File: src/rtl/nv_nvdla_csc_mac_tx.sv
// -----------------------------------------------------------------------------
// nv_nvdla_csc_mac_tx
//
// CSC-side sender for the sc2mac weight/data interface. One stripe command is
// accepted in IDLE. The stripe's weight kernels are forwarded first (WT), then
// its data atoms (DAT), after which the block returns to IDLE. The output side
// is valid-only, so there is no backpressure. Every sc2mac_* output comes
// straight from a flop and lags the input handshake by one cycle.
//
// Ports
//   nvdla_core_clk / nvdla_core_rstn   clock, async active-low reset
//   cmd_vld/cmd_rdy + cmd_*            stripe command (len-1, kernels, batch,
//                                      channel/layer end flags)
//   wt_in_vld/rdy, wt_in_data/mask     weight atom input (ready only in WT)
//   dat_in_vld/rdy, dat_in_data/mask   data atom input (ready only in DAT)
//   sc2mac_wt_pvld/mask/data/sel       weight beat out, one-hot kernel slot
//   sc2mac_dat_pvld/mask/data/pd       data beat out, pd = stripe info
//   busy                               high whenever the FSM is not IDLE
//
// Configuration macro: NVDLA_CSC_TX_MASK_HOLD_EN
//   defined   : a lane register loads only when its beat is accepted and its
//               mask bit is set. Masked lanes keep their stale value.
//   undefined : all lanes load on every accepted beat. Masked lanes read 0.
// -----------------------------------------------------------------------------
module nv_nvdla_csc_mac_tx #(
  parameter int CMAC_ATOMC      = 8,
  parameter int CMAC_BPE        = 8,
  parameter int CMAC_ATOMK_HALF = 4,
  parameter int STRIPE_W        = 7,
  parameter int KW              = 3
) (
  input  logic                           nvdla_core_clk,
  input  logic                           nvdla_core_rstn,
  input  logic                           cmd_vld,
  output logic                           cmd_rdy,
  input  logic [STRIPE_W-1:0]            cmd_stripe_len,
  input  logic [KW-1:0]                  cmd_wt_kernels,
  input  logic [4:0]                     cmd_batch,
  input  logic                           cmd_channel_end,
  input  logic                           cmd_layer_end,
  input  logic                           wt_in_vld,
  output logic                           wt_in_rdy,
  input  logic [CMAC_BPE*CMAC_ATOMC-1:0] wt_in_data,
  input  logic [CMAC_ATOMC-1:0]          wt_in_mask,
  input  logic                           dat_in_vld,
  output logic                           dat_in_rdy,
  input  logic [CMAC_BPE*CMAC_ATOMC-1:0] dat_in_data,
  input  logic [CMAC_ATOMC-1:0]          dat_in_mask,
  output logic                           sc2mac_wt_pvld,
  output logic [CMAC_ATOMC-1:0]          sc2mac_wt_mask,
  output logic [CMAC_BPE*CMAC_ATOMC-1:0] sc2mac_wt_data,
  output logic [CMAC_ATOMK_HALF-1:0]     sc2mac_wt_sel,
  output logic                           sc2mac_dat_pvld,
  output logic [CMAC_ATOMC-1:0]          sc2mac_dat_mask,
  output logic [CMAC_BPE*CMAC_ATOMC-1:0] sc2mac_dat_data,
  output logic [8:0]                     sc2mac_dat_pd,
  output logic                           busy
);

  localparam int DW = CMAC_BPE * CMAC_ATOMC;

  typedef enum logic [1:0] {
    ST_IDLE = 2'd0,
    ST_WT   = 2'd1,
    ST_DAT  = 2'd2
  } state_e;

  state_e                 state_q, state_d;
  logic [KW-1:0]          kcnt_q, kcnt_d;
  logic [STRIPE_W-1:0]    acnt_q, acnt_d;

  // Latched command fields
  logic [KW-1:0]          kn_q;
  logic [STRIPE_W-1:0]    len_q;
  logic [4:0]             batch_q;
  logic                   ch_end_q;
  logic                   layer_end_q;

  // Output registers
  logic                   wt_pvld_q;
  logic [CMAC_ATOMC-1:0]  wt_mask_q;
  logic [DW-1:0]          wt_data_q;
  logic [CMAC_ATOMK_HALF-1:0] wt_sel_q;
  logic                   dat_pvld_q;
  logic [CMAC_ATOMC-1:0]  dat_mask_q;
  logic [DW-1:0]          dat_data_q;
  logic [8:0]             dat_pd_q;

  logic                   cmd_acc_s;
  logic                   wt_acc_s;
  logic                   dat_acc_s;
  logic [KW-1:0]          kn_clip_s;
  logic                   stripe_end_s;
  logic [8:0]             pd_s;
  logic [CMAC_ATOMK_HALF-1:0] sel_s;

  // Handshake decode. The ready signals come only from the state register.
  always_comb begin
    cmd_rdy    = (state_q == ST_IDLE);
    wt_in_rdy  = (state_q == ST_WT);
    dat_in_rdy = (state_q == ST_DAT);
    busy       = (state_q != ST_IDLE);
    cmd_acc_s  = cmd_vld    && cmd_rdy;
    wt_acc_s   = wt_in_vld  && wt_in_rdy;
    dat_acc_s  = dat_in_vld && dat_in_rdy;
  end

  // Clip the kernel count and build the per-beat sideband (sel, pd)
  always_comb begin
    if (cmd_wt_kernels > KW'(CMAC_ATOMK_HALF)) begin
      kn_clip_s = KW'(CMAC_ATOMK_HALF);
    end else begin
      kn_clip_s = cmd_wt_kernels;
    end
    stripe_end_s = (acnt_q == len_q);
    sel_s        = {{(CMAC_ATOMK_HALF-1){1'b0}}, 1'b1} << kcnt_q;
    pd_s         = {layer_end_q & stripe_end_s,
                    ch_end_q & stripe_end_s,
                    stripe_end_s,
                    (acnt_q == {STRIPE_W{1'b0}}),
                    batch_q};
  end

  // Next-state logic for the stripe FSM and its beat counters
  always_comb begin
    state_d = state_q;
    kcnt_d  = kcnt_q;
    acnt_d  = acnt_q;
    case (state_q)
      ST_IDLE: begin
        kcnt_d = {KW{1'b0}};
        acnt_d = {STRIPE_W{1'b0}};
        if (cmd_vld) begin
          // A zero kernel count reuses the weights already held by CMAC
          state_d = (kn_clip_s != {KW{1'b0}}) ? ST_WT : ST_DAT;
        end else begin
          state_d = ST_IDLE;
        end
      end
      ST_WT: begin
        if (wt_in_vld) begin
          if (kcnt_q == (kn_q - KW'(1))) begin
            state_d = ST_DAT;
            kcnt_d  = {KW{1'b0}};
          end else begin
            kcnt_d  = kcnt_q + KW'(1);
          end
        end else begin
          state_d = ST_WT;
        end
      end
      ST_DAT: begin
        if (dat_in_vld) begin
          if (stripe_end_s) begin
            state_d = ST_IDLE;
            acnt_d  = {STRIPE_W{1'b0}};
          end else begin
            acnt_d  = acnt_q + STRIPE_W'(1);
          end
        end else begin
          state_d = ST_DAT;
        end
      end
      default: begin
        state_d = ST_IDLE;
        kcnt_d  = {KW{1'b0}};
        acnt_d  = {STRIPE_W{1'b0}};
      end
    endcase
  end

  // State and counter registers
  always_ff @(posedge nvdla_core_clk or negedge nvdla_core_rstn) begin
    if (!nvdla_core_rstn) begin
      state_q <= ST_IDLE;
      kcnt_q  <= {KW{1'b0}};
      acnt_q  <= {STRIPE_W{1'b0}};
    end else begin
      state_q <= state_d;
      kcnt_q  <= kcnt_d;
      acnt_q  <= acnt_d;
    end
  end

  // Command field capture on an accepted command
  always_ff @(posedge nvdla_core_clk or negedge nvdla_core_rstn) begin
    if (!nvdla_core_rstn) begin
      kn_q        <= {KW{1'b0}};
      len_q       <= {STRIPE_W{1'b0}};
      batch_q     <= 5'd0;
      ch_end_q    <= 1'b0;
      layer_end_q <= 1'b0;
    end else if (cmd_acc_s) begin
      kn_q        <= kn_clip_s;
      len_q       <= cmd_stripe_len;
      batch_q     <= cmd_batch;
      ch_end_q    <= cmd_channel_end;
      layer_end_q <= cmd_layer_end;
    end
  end

  // Output valids and sideband. Mask, sel and pd hold through bubbles.
  always_ff @(posedge nvdla_core_clk or negedge nvdla_core_rstn) begin
    if (!nvdla_core_rstn) begin
      wt_pvld_q  <= 1'b0;
      wt_mask_q  <= {CMAC_ATOMC{1'b0}};
      wt_sel_q   <= {CMAC_ATOMK_HALF{1'b0}};
      dat_pvld_q <= 1'b0;
      dat_mask_q <= {CMAC_ATOMC{1'b0}};
      dat_pd_q   <= 9'd0;
    end else begin
      wt_pvld_q  <= wt_acc_s;
      dat_pvld_q <= dat_acc_s;
      if (wt_acc_s) begin
        wt_mask_q <= wt_in_mask;
        wt_sel_q  <= sel_s;
      end
      if (dat_acc_s) begin
        dat_mask_q <= dat_in_mask;
        dat_pd_q   <= pd_s;
      end
    end
  end

`ifdef NVDLA_CSC_TX_MASK_HOLD_EN
  // Lane data registers: only unmasked lanes of an accepted beat load
  always_ff @(posedge nvdla_core_clk or negedge nvdla_core_rstn) begin
    if (!nvdla_core_rstn) begin
      wt_data_q  <= {DW{1'b0}};
      dat_data_q <= {DW{1'b0}};
    end else begin
      for (int k = 0; k < CMAC_ATOMC; k++) begin
        if (wt_acc_s && wt_in_mask[k]) begin
          wt_data_q[k*CMAC_BPE +: CMAC_BPE] <= wt_in_data[k*CMAC_BPE +: CMAC_BPE];
        end
        if (dat_acc_s && dat_in_mask[k]) begin
          dat_data_q[k*CMAC_BPE +: CMAC_BPE] <= dat_in_data[k*CMAC_BPE +: CMAC_BPE];
        end
      end
    end
  end
`else
  // Spread a lane mask to a bit mask covering each lane's CMAC_BPE bits
  function automatic logic [DW-1:0] lane_expand(input logic [CMAC_ATOMC-1:0] m);
    logic [DW-1:0] r;
    r = {DW{1'b0}};
    for (int k = 0; k < CMAC_ATOMC; k++) begin
      r[k*CMAC_BPE +: CMAC_BPE] = {CMAC_BPE{m[k]}};
    end
    return r;
  endfunction

  // Lane data registers: every lane loads, masked lanes are zeroed
  always_ff @(posedge nvdla_core_clk or negedge nvdla_core_rstn) begin
    if (!nvdla_core_rstn) begin
      wt_data_q  <= {DW{1'b0}};
      dat_data_q <= {DW{1'b0}};
    end else begin
      if (wt_acc_s) begin
        wt_data_q <= wt_in_data & lane_expand(wt_in_mask);
      end
      if (dat_acc_s) begin
        dat_data_q <= dat_in_data & lane_expand(dat_in_mask);
      end
    end
  end
`endif

  assign sc2mac_wt_pvld  = wt_pvld_q;
  assign sc2mac_wt_mask  = wt_mask_q;
  assign sc2mac_wt_data  = wt_data_q;
  assign sc2mac_wt_sel   = wt_sel_q;
  assign sc2mac_dat_pvld = dat_pvld_q;
  assign sc2mac_dat_mask = dat_mask_q;
  assign sc2mac_dat_data = dat_data_q;
  assign sc2mac_dat_pd   = dat_pd_q;

endmodule

File: config.mk
export PLATFORM = sky130hd
export DESIGN_NAME = nv_nvdla_csc_mac_tx
export DESIGN_NICKNAME = d
export VERILOG_FILES = /design/src/rtl/nv_nvdla_csc_mac_tx.sv
export SDC_FILE = /design/constraint.sdc
export NUM_CORES = 1
export LEC_CHECK = 0
export CAP_MARGIN = 20
export CORE_MARGIN = 2
export CORE_UTILIZATION = 39
export CTS_CLUSTER_SIZE = 8
export DETAILED_ROUTE_END_ITERATION = 7
export GPL_TIMING_DRIVEN = 0
export PLACE_DENSITY = 0.82
export SLEW_MARGIN = 20
export SYNTH_ARGS = -nofsm -noshare
export SYNTH_HDL_FRONTEND = slang
export SYNTH_SLANG_ARGS = --single-unit
File: constraint.sdc
create_clock -name nvdla_core_clk -period 1.5 [get_ports nvdla_core_clk]
set_input_delay 0.15 -clock nvdla_core_clk [delete_from_list [all_inputs] [get_ports nvdla_core_clk]]
set_output_delay 0.15 -clock nvdla_core_clk [all_outputs]
set_load 0.01 [all_outputs]
# Word level (Yosys, flattened, before mapping)
# Index checks and enable logic that the tools add are counted.
# word_totals
reg_bits,188
inputBits,166
# classes
addsub,3
n_lt_le_gt_ge,1
n_eq_ne,8
n_shift,1
mux,14
bitwise,6
reduce_logical,10
# op_table
cell,count
$and A64 B64 Y64,2
$mux W7,2
$pmux W7 S2,1
$mux W2,6
$mux W3,3
$add A7 B1 Y7 const B,1
$eq A7 B7 Y1,1
$logic_not A7 Y1,1
$ne A3 B2 Y1 const B,2
$pmux W2 S3,1
$pmux W3 S2,1
$reduce_and A2 Y1,3
$ne A2 B2 Y1 const B,2
$shl A1 B3 Y4 const A,1
$add A3 B1 Y3 const B,1
$eq A3 B3 Y1,1
$gt A3 B3 Y1 const B,1
$logic_and A1 B1 Y1,3
$reduce_bool A3 Y1,1
$sub A3 B1 Y3 const B,1
$and A1 B1 Y1,2
$eq A2 B1 Y1 const B,1
$eq A2 B2 Y1 const B,1
$logic_not A2 Y1,1
other kinds (2),3

# Logic depth before layout (Yosys ltp)
# Gate-level depths: netlist (run 1).
# depth
word_depth,6
mapped_depth,6
ltp_nobuf,6

# Least setup slack after synthesis (run 1)
# Ideal clock, no wire load.
# synth_timing
path_type,register -> register
from,reg acnt_q[2]
to,reg acnt_q[1]
arrival_ns,1.246
required_time_ns,1.378
slack_ns,0.133
stages_incl_launch_ff,6
cell_sequence,dfrtp_1 > buf_6 > xnor2_2 > nand4_2 > or2_1 > a32o_1
# synth_between
elab_chain_cells,4
# synth_rtl
element,line_no,source
start: declaration,70,"logic [STRIPE_W-1:0] acnt_q, acnt_d;"
start signal: assignment,177,acnt_q <= {STRIPE_W{1'b0}};
start signal: assignment,181,acnt_q <= acnt_d;
$eq A7 B7 Y1,115,stripe_end_s = (acnt_q == len_q);
$mux W7,154,if (stripe_end_s) begin
$mux W7,153,if (dat_in_vld) begin
$pmux W7 S2,129,case (state_q)
# Every way passes these cells. The select of a mux whose other input is x is not followed.
# A chain may end at the register's enable or synchronous reset.

# Final worst setup path (run 1)
# layout_timing
from,reg state_q[1]
to,reg wt_data_q[34] (netlist: sc2mac_wt_data[34])
# layout_between
elab_chain_cells,2
# layout_rtl
element,line_no,source
start: declaration,68,"state_e state_q, state_d;"
start signal: assignment,179,state_q <= state_d;
$eq A2 B1 Y1,100,wt_in_rdy = (state_q == ST_WT);
$logic_and A1 B1 Y1,104,wt_acc_s = wt_in_vld && wt_in_rdy;
end signal: assignment,256,wt_data_q <= {DW{1'b0}};
end signal: assignment,260,wt_data_q <= wt_in_data & lane_expand(wt_in_mask);
end: declaration,82,logic [DW-1:0] wt_data_q;
# Every way passes these cells.

==> impl_metrics.env, run 1 <==
export IMPL_clk_path_buf_depth=2
export IMPL_start_util_pct=39.6
export IMPL_ir_drop_v=0.00104
export IMPL_gp_congestion=0.804
export IMPL_drv_slew=0
export IMPL_critPathCaptureType="flip-flop"
export IMPL_die_y_um=144
export IMPL_grt_first_pass_wirelength_um=35000
export IMPL_antenna_found_initial=1
export IMPL_max_freq_mhz=633
export IMPL_wl_per_cell_um=17.2
export IMPL_cap_violations=0
export IMPL_placed_area_um2=11200
export IMPL_crit_family="buffers and inverters"
export IMPL_cp_data_required_time_ns=1.80
export IMPL_seqCellArea_um2=4710
export IMPL_drt_wl_total_um=24900
export IMPL_synth_avg_cell_area_um2=9.39
export IMPL_die_area_um2=20800
export IMPL_p_leak_nw=7.25
export IMPL_grt_usage_pct=21.8
export IMPL_finalCritPeriodShare_pct=105
export IMPL_core_area_um2=19400
export IMPL_syn_instance_count=819
export IMPL_grt_pass1_vias=6707
export IMPL_crit_type="reg -> reg"
export IMPL_syn_cell_area_um2=7690
export IMPL_area_delta_synth_final_pct=65.6
export IMPL_rsz0062_at_grt="yes"
export IMPL_violations="negative setup slack"
export IMPL_cts_root_buffer="clkbuf_16"
export IMPL_portBuffers=312
export IMPL_clk_latency_ns=0.43
export IMPL_final_cell_mix="nand2_1 (302), dfrtp_1 (185), clkdlybuf4s50_1 (155), dlymetal6s2s_1 (102), o21ai_0 (95)"
export IMPL_layout_drive_gt1_share_pct=16.0
export IMPL_cts_reportedPaths_clkPinSlew_ns=0.07
export IMPL_cts_tree="built"
export IMPL_tightestPinTransition_ns=0.601
export IMPL_drt_vias_per_instance=4.92
export IMPL_final_min_clock_period_ns=1.58
export IMPL_cellPowerDensity_nw_per_um2=1750
export IMPL_cp_num_buf_inv=4
export IMPL_arrival_ns=1.88
export IMPL_dr_pass1_iters=5
export IMPL_ys_ff_latch=188
export IMPL_finalNonFillerCells=1451
export IMPL_whs_path_depth=3
export IMPL_relSlewSlack_pct=59.7
export IMPL_start_kind="flip-flop"
export IMPL_cts_htree_levels=4
export IMPL_cpMostUsedCell="buf_6"
export IMPL_row_count=51
export IMPL_drtAntennaViolNets=0
export IMPL_status="finished, violations left"
export IMPL_dp_cells=1398
export IMPL_cp_slowest_cell="dfrtp_1"
export IMPL_multi_input_area_um2=2980
export IMPL_cpPeakStageDelay_ns=0.41
export IMPL_cts_made_buffers=17
export IMPL_drc=0
export IMPL_path_cells="buf_6, nand3b_1, buf_6, buf_12, clkbuf_16, nand2_4, o21ai_2"
export IMPL_skew_ns=0.00944
export IMPL_fin_ws_ns=-0.0803
export IMPL_clkSinkCount=188
export IMPL_dieWidth_um=144
export IMPL_final_nets=1347
export IMPL_cp_depth=7
export IMPL_drtIter0Drc=289
export IMPL_nFillCells=1521
export IMPL_vias=7136
export IMPL_hold_violations=0
export IMPL_dp_hpwl_um=17200
export IMPL_ys_warnings_count=0
export IMPL_gr_total_overflow=0
export IMPL_grt_max_degree=85
export IMPL_finalInstanceArea_um2=12700
export IMPL_cp_max_fo=7
export IMPL_yosysSeqAreaShare_pct=61.2
export IMPL_layout_commonest_cell="nand2_1"
export IMPL_antennaDiodeCount=0
export IMPL_hold_path_class="in -> reg"
export IMPL_ys_types=36
export IMPL_setup_tns_ns=-2.92
export IMPL_io_pins=329
export IMPL_rr_worst_depth=7
export IMPL_setup_viol=75
export IMPL_syn_nets=993
[path summary, 6_finish.rpt]
check	endpoint	slack (ns)	from
hold / removal	sc2mac_dat_mask[6]	0.11	dat_in_mask[6]
setup reg to reg	sc2mac_wt_data[34]	-0.08	state_q[1]
max in group asynchronous	sc2mac_dat_data[45]	0.28	nvdla_core_rstn
hold reg to reg	sc2mac_dat_pd[1]	0.47	batch_q[1]
setup / recovery	sc2mac_wt_data[34]	-0.08	state_q[1]
min in group asynchronous	sc2mac_wt_data[57]	0.16	nvdla_core_rstn
[worst min-delay path: stages]
cell and delay (ns):
clkbuf_1 0.19, nand2_1 0.10, nand2_1 0.04
[cells by family (layout without fill, tap and decap cells)]
group           after synthesis  count (layout)  synth area share (%)
simple gates                370             370                  18.8
xor+xnor                     12              12                  1.84
fa+ha+maj                     8               8                  1.30
buf+inv                      68             435                  3.96
compound gates              158             158                  10.7
mux                          15              15                  2.20
flops                       188             188                  61.2
[registers in the layout, summed over array words and instances, names as in the netlist, 2 cells and up]
signal,count
sc2mac_dat_mask,8
sc2mac_wt_data,64
acnt_q,7
kn_q,3
sc2mac_wt_mask,8
kcnt_q,3
len_q,7
sc2mac_wt_sel,4
batch_q,5
sc2mac_dat_data,64
sc2mac_dat_pd,9
state_q,2
[synthesized netlist by cell type]
| library cell | number | area (µm²) |
|---|---|---|
| nand4_2 | 1 | 12.5 |
| inv_1 | 12 | 45.0 |
| o21ai_1 | 3 | 15.0 |
| o21ai_2 | 1 | 8.76 |
| nor3_1 | 3 | 15.0 |
| and4_1 | 1 | 8.76 |
| mux2_2 | 15 | 169 |
| ha_1 | 8 | 100 |
| xnor2_2 | 3 | 48.8 |
| o21a_1 | 1 | 7.51 |
| dfrtp_1 | 188 | 4700 |
| inv_2 | 2 | 7.51 |
| a32o_1 | 1 | 10.0 |
| nand3_1 | 3 | 15.0 |
| nand2b_1 | 4 | 25.0 |
| o221ai_1 | 1 | 8.76 |
| nand3_2 | 1 | 10.0 |
| or2_1 | 1 | 6.26 |
| a31oi_1 | 2 | 12.5 |
| nor4_1 | 1 | 6.26 |
| xnor2_1 | 6 | 52.6 |
| xnor3_1 | 1 | 22.5 |
| a22o_1 | 1 | 8.76 |
| o2111ai_1 | 1 | 8.76 |
| clkbuf_1 | 25 | 93.8 |
| buf_4 | 3 | 22.5 |
| buf_6 | 2 | 22.5 |
| nand2_1 | 348 | 1310 |
| xor2_1 | 2 | 17.5 |
| o211ai_1 | 2 | 15.0 |
| and2b_2 | 1 | 8.76 |
| buf_2 | 18 | 90.1 |
| o21ai_0 | 145 | 726 |
| buf_1 | 6 | 22.5 |
| nor2_1 | 3 | 11.3 |
| nand3b_1 | 3 | 22.5 |
[per-layer routing]
layer  GRT usage, %  wire (µm)  up-vias
met2           37.5      12700      243
met1           27.1      10200     3475
met4           8.53        760        2
met5              0         13        -
li1               -          -     3360
met3           4.30       1230       56
[power breakdown]
part | internal [mW] | switching [mW]
Clock | 2.74 | 1.99
Combinational | 4.67 | 4.57
Sequential | 7.05 | 1.27
[stage by stage]
| stage | util (%) | total power, mW | hold WS (ns) | worst slack (ns) |
|---|---|---|---|---|
| final | 65.6 | 22.3 | 0.108 | -0.0803 |
| after floorplan | - | 11.6 | -0.146 | 0.133 |
| after CTS | 61.3 | 21.5 | 0.0800 | 0.0000512 |
| after global placement | 57.4 | 16.6 | 0.444 | -7.55 |
| after detailed placement | 57.7 | 16.9 | -0.00855 | -0.418 |
| after global routing | 65.6 | 23.5 | 0.113 | -0.148 |
[area by class of cell]
type	count	area share, %
Clock inverter	11	1.23
Buffer	54	3.01
Timing Repair Buffer	335	28.6
Multi-Input combinational cell	563	23.4
Tap cell	265	2.60
Sequential cell	188	37.0
Clock buffer	21	3.62
Inverter	14	0.472
[timing repair]
action / 4_1_cts / 5_1_grt
pin swaps: 0 / 42
buffers inserted: 5 / 7
endpoints found under the setup margin: 193 / 199
hold endpoints to repair: 104 / 0
gates resized for setup: 93 / 272
gates cloned: 0 / 8
hold buffers: 1 / 0
Power figures use the tool's default switching activity.
==> run 2, diff against run 1 <==
- CORE_ASPECT_RATIO: unset -> 1.5
- MAX_ROUTING_LAYER: unset -> met4
==> impl_metrics.env, run 2 (synthesis gave the netlist of run 1 again) <==
export IMPL_grt_max_degree=96
export IMPL_power_frac_clock_pct=21.3
export IMPL_skew_ns=0.00988
export IMPL_max_freq_mhz=677
export IMPL_drt_vias_per_instance=4.96
export IMPL_relSlewSlack_pct=51.7
export IMPL_ir_drop_v=0.000793
export IMPL_p_int_mw=13.9
export IMPL_cts_made_buffers=17
export IMPL_final_cell_mix="nand2_1 (345), dfrtp_1 (184), clkdlybuf4s50_1 (153), o21ai_0 (116), dlygate4sd2_1 (88)"
export IMPL_die_area_um2=20900
export IMPL_drtAntennaViolNets=0
export IMPL_critPathCaptureType="flip-flop"
export IMPL_dp_hpwl_um=17700
export IMPL_seqCellArea_um2=4710
export IMPL_core_area_um2=19200
export IMPL_p_leak_nw=6.72
export IMPL_dieWidth_um=119
export IMPL_antennaDiodeCount=0
export IMPL_tightestPinTransition_ns=0.724
export IMPL_cts_htree_levels=4
export IMPL_cap_violations=0
export IMPL_layout_commonest_cell="nand2_1"
export IMPL_crit_type="reg -> reg"
export IMPL_post_place_ws_ns=-0.394
export IMPL_cts_reportedPaths_clkPinSlew_ns=0.07
export IMPL_cts_root_buffer="clkbuf_16"
export IMPL_finalCritPeriodShare_pct=98.5
export IMPL_wl_per_cell_um=17.3
export IMPL_final_nets=1343
export IMPL_dp_cells=1388
export IMPL_antenna_found_initial=0
export IMPL_area_delta_synth_final_pct=59.7
export IMPL_gr_total_overflow=0
export IMPL_hold_path_class="in -> reg"
export IMPL_layout_drive_gt1_share_pct=11.3
export IMPL_row_count=62
export IMPL_clk_latency_ns=0.43
export IMPL_hold_violations=0
export IMPL_drtIter0Drc=362
export IMPL_gp_congestion=0.856
export IMPL_portBuffers=312
export IMPL_cts_tree="built"
export IMPL_grt_pass1_vias=7235
export IMPL_multi_input_area_um2=2820
export IMPL_rsz0062_at_grt="yes"
export IMPL_status="finished, final reports clean"
export IMPL_drt_wl_total_um=24900
export IMPL_cp_max_fo=6
export IMPL_grt_usage_pct=23.8
export IMPL_dr_pass1_iters=4
export IMPL_die_y_um=176
export IMPL_start_kind="flip-flop"
export IMPL_p_sw_mw=7.50
export IMPL_arrival_ns=1.79
export IMPL_clkSinkCount=188
export IMPL_nFillCells=1568
export IMPL_cp_data_required_time_ns=1.81
export IMPL_fin_ws_ns=0.0224
export IMPL_io_pins=329
export IMPL_setup_viol=0
export IMPL_swShare_pct=35.0
export IMPL_drc=0
export IMPL_seqPwrFrac_pct=38.3
export IMPL_start_util_pct=40.0
export IMPL_drv_slew=0
export IMPL_finalNonFillerCells=1438
export IMPL_cellPowerDensity_nw_per_um2=1750
export IMPL_grt_first_pass_wirelength_um=37800
export IMPL_clk_path_buf_depth=2
export IMPL_vias=7134
export IMPL_final_min_clock_period_ns=1.48
export IMPL_p_comb_share_pct=40.4
==> run 2: final timing paths <==
path	start	slack (ns)	to	cells past startpoint
max	acnt_q[0]	0.02	acnt_q[1]	4
min	dat_in_mask[7]	0.08	sc2mac_dat_mask[7]	3
max reg2reg	acnt_q[0]	0.02	acnt_q[1]	4
min reg2reg	batch_q[2]	0.47	sc2mac_dat_pd[2]	2
max in group asynchronous	nvdla_core_rstn	0.29	sc2mac_dat_data[15]	3
min in group asynchronous	nvdla_core_rstn	0.28	len_q[1]	2
==> run 2: metal layers <==
| metal | vias up | global-route usage (%) | part of all wire, % |
|---|---|---|---|
| met4 | 0 | 10.6 | 4.1 |
| met3 | 58 | 6.27 | 6.7 |
| met5 | - | - | 0 |
| met1 | 3438 | 26.1 | 37 |
| li1 | 3336 | - | - |
| met2 | 302 | 40.7 | 52 |
==> run 2: cell type report <==
class	instances	area share, %
plain buffers	53	3.14
clock buffers	23	3.98
clock inverters	9	0.907
inverters	14	0.469
multi-input cells	563	23.0
flip-flops and latches	188	38.4
well taps	256	2.61
repair buffers	332	27.5
==> run 2: power groups by stage <==
| stage | clock network [mW] | logic [mW] | registers, mW |
|---|---|---|---|
| floorplan | 0 | 2.69 | 8.95 |
| global placement | 0 | 8.40 | 8.19 |
| detailed placement | 0 | 8.59 | 8.29 |
| CTS | 4.64 | 8.32 | 8.19 |
| global route | 4.86 | 9.40 | 8.47 |
| finish | 4.56 | 8.66 | 8.22 |
==> run 2: through the flow <==
step                util, %  setup TNS (ns)  cell area, µm²  power (mW)  hold slack, ns
floorplan                 -               0            7690        11.6          -0.146
global placement       57.9        -1450.71           11100        16.6           0.444
detailed placement     58.0          -46.32           11200        16.9           0.215
CTS                    61.6         -0.0648           11800        21.2          0.0658
global route           63.8          -0.222           12300        22.7          0.0954
finish                 63.8               0           12300        21.4          0.0831
==> run 2: what timing repair did <==
item | CTS | global route
hold endpoints to repair | 93 | 0
buffers inserted | 11 | 2
endpoints found under the setup margin | 241 | 168
pin swaps | 4 | 8
resized for setup | 138 | 151
hold buffers | 1 | 0
gates cloned | 2 | 3
==> run 2: critical path: stages, from the launching register on <==
cell and delay (ns):
dfrtp_2 0.47, xnor2_2 0.21, nand4_4 0.15, or2_4 0.26, a32o_1 0.27
==> run 3, diff against run 2 <==
==> constraint.sdc (replaced) <==
create_clock -name nvdla_core_clk -period 1.5 [get_ports nvdla_core_clk]
set_input_delay 0.15 -clock nvdla_core_clk [delete_from_list [all_inputs] [get_ports nvdla_core_clk]]
set_output_delay 0.15 -clock nvdla_core_clk [all_outputs]
set_load 0.05 [all_outputs]
==> impl_metrics.env, run 3 (synthesis gave the netlist of run 1 again) <==
export IMPL_status="finished, violations left"
export IMPL_violations="negative setup slack"
export IMPL_seqCellArea_um2=4700
export IMPL_grt_pass1_vias=7181
export IMPL_hold_violations=0
export IMPL_hold_path_class="in -> reg"
export IMPL_final_cell_mix="nand2_1 (276), dfrtp_1 (188), clkdlybuf4s50_1 (148), o21ai_1 (72), clkdlybuf4s15_1 (65)"
export IMPL_drv_slew=0
export IMPL_dr_pass1_iters=4
export IMPL_grt_first_pass_wirelength_um=39200
export IMPL_setup_tns_ns=-2.92
export IMPL_arrival_ns=1.98
export IMPL_max_freq_mhz=610
export IMPL_wl_per_cell_um=18.1
export IMPL_drtIter0Drc=411
export IMPL_drt_wl_total_um=26300
export IMPL_dieWidth_um=119
export IMPL_clk_latency_ns=0.44
export IMPL_ir_drop_v=0.00119
export IMPL_rsz0062_at_grt="yes"
export IMPL_core_area_um2=19200
export IMPL_top_usage_layer="met2"
export IMPL_start_kind="flip-flop"
export IMPL_area_delta_synth_final_pct=66.3
export IMPL_drt_vias_per_instance=4.97
export IMPL_fin_ws_ns=-0.139
export IMPL_holdWs_ns=0.0745
export IMPL_gr_total_overflow=0
export IMPL_use_met2_pct=44.5
export IMPL_start_util_pct=40.0
export IMPL_skew_ns=0.00952
export IMPL_cts_htree_levels=4
export IMPL_io_pins=329
export IMPL_final_util_pct=66.4
export IMPL_cp_data_required_time_ns=1.84
export IMPL_grt_usage_pct=25.1
export IMPL_grt_max_degree=96
export IMPL_cap_violations=0
export IMPL_cts_tree="built"
export IMPL_tightestPinTransition_ns=0.748
export IMPL_die_y_um=176
export IMPL_antenna_found_initial=2
export IMPL_finalCritPeriodShare_pct=109
export IMPL_clk_path_buf_depth=2
export IMPL_p_leak_nw=5.93
export IMPL_multi_input_area_um2=3200
export IMPL_finalNonFillerCells=1457
export IMPL_cts_root_buffer="clkbuf_16"
export IMPL_cellPowerDensity_nw_per_um2=2180
export IMPL_critPathCaptureType="flip-flop"
export IMPL_crit_type="reg -> reg"
export IMPL_final_nets=1360
export IMPL_vias=7239
export IMPL_setup_viol=51
export IMPL_drtAntennaViolNets=0
export IMPL_post_place_ws_ns=-0.498
export IMPL_use_met1_pct=27.2
export IMPL_dp_hpwl_um=18100
export IMPL_cts_made_buffers=17
export IMPL_relSlewSlack_pct=50.2
export IMPL_gp_congestion=0.834
export IMPL_nFillCells=1458
export IMPL_drc=0
export IMPL_grt_use_met3_pct=5.39
export IMPL_die_area_um2=20900
export IMPL_cp_max_fo=6
export IMPL_dp_cells=1388
export IMPL_layout_drive_gt1_share_pct=26.9
export IMPL_portBuffers=312
export IMPL_row_count=62
export IMPL_final_min_clock_period_ns=1.64
export IMPL_clkSinkCount=188
export IMPL_layout_commonest_cell="nand2_1"
export IMPL_cts_reportedPaths_clkPinSlew_ns=0.07
run 3: changes by cell type in the layout (fill, tap and decap cells not counted), sizes merged:
cell,change
dlygate4sd2,-77
clkbuf,+55
clkinv,+6
diode,+2
clkinvlp,-2
bufinv,-1
clkdlybuf4s50,-5
clkdlybuf4s15,+91
buf,+16
dlymetal6s2s,-66
run 3: stage by stage:
stage | cell area [µm²] | total power, mW
floorplan | 7690 | 16.9
CTS | 12300 | 26.7
global route | 12800 | 29.1
detailed placement | 11200 | 22.3
finish | 12800 | 27.8
global placement | 11100 | 22.0
run 3: worst max-delay path, cell delays in order (launching register included):
cell and delay [ns]:
dfrtp_1 0.42, buf_6 0.13, nand3b_1 0.20, buf_6 0.17, buf_12 0.14, buf_12 0.15
nor3_2 0.10, o21ai_1 0.10, o211ai_1 0.13
run 3: path summary, 6_finish.rpt:
path,from,to,slack (ns),cells after the start
setup / recovery,state_q[0],acnt_q[4],-0.14,8
hold / removal,dat_in_mask[7],sc2mac_dat_data[57],0.07,3
setup reg to reg,state_q[0],acnt_q[4],-0.14,8
hold reg to reg,batch_q[2],sc2mac_dat_pd[2],0.48,2
max in group asynchronous,nvdla_core_rstn,sc2mac_dat_data[9],0.24,3
min in group asynchronous,nvdla_core_rstn,len_q[4],0.32,2
run 3: area by class of cell:
type | count | area share [%]
timing repair buffer | 348 | 26.7
inverter | 14 | 0.548
sequential | 188 | 36.8
buffer | 54 | 3.95
antenna | 2 | 0.0392
clock buffer | 20 | 3.57
tap | 256 | 2.51
multi-input combinational | 563 | 25.0
clock inverter | 12 | 0.900
run 3: routing by layer:
layer	part of all wire, %	vias up
met5	0	-
met4	2.7	0
met2	55	296
li1	-	3390
met1	37	3506
met3	5.9	47
run 3: power breakdown:
group | internal [mW] | switching [mW] | total [mW]
clock | 2.39 | 2.00 | 4.39
sequential | 7.05 | 1.41 | 8.46
combinational | 4.80 | 10.2 | 15.0
total | 14.2 | 13.6 | 27.8
run 3: repair_timing:
item                                    4_1_cts  5_1_grt
hold endpoints to repair                     94        0
gates resized for setup                     442      324
setup buffers                                13        8
endpoints found under the setup margin      315      241
pin swaps                                    57       29
hold buffers                                  1        0
cloned                                        7        6
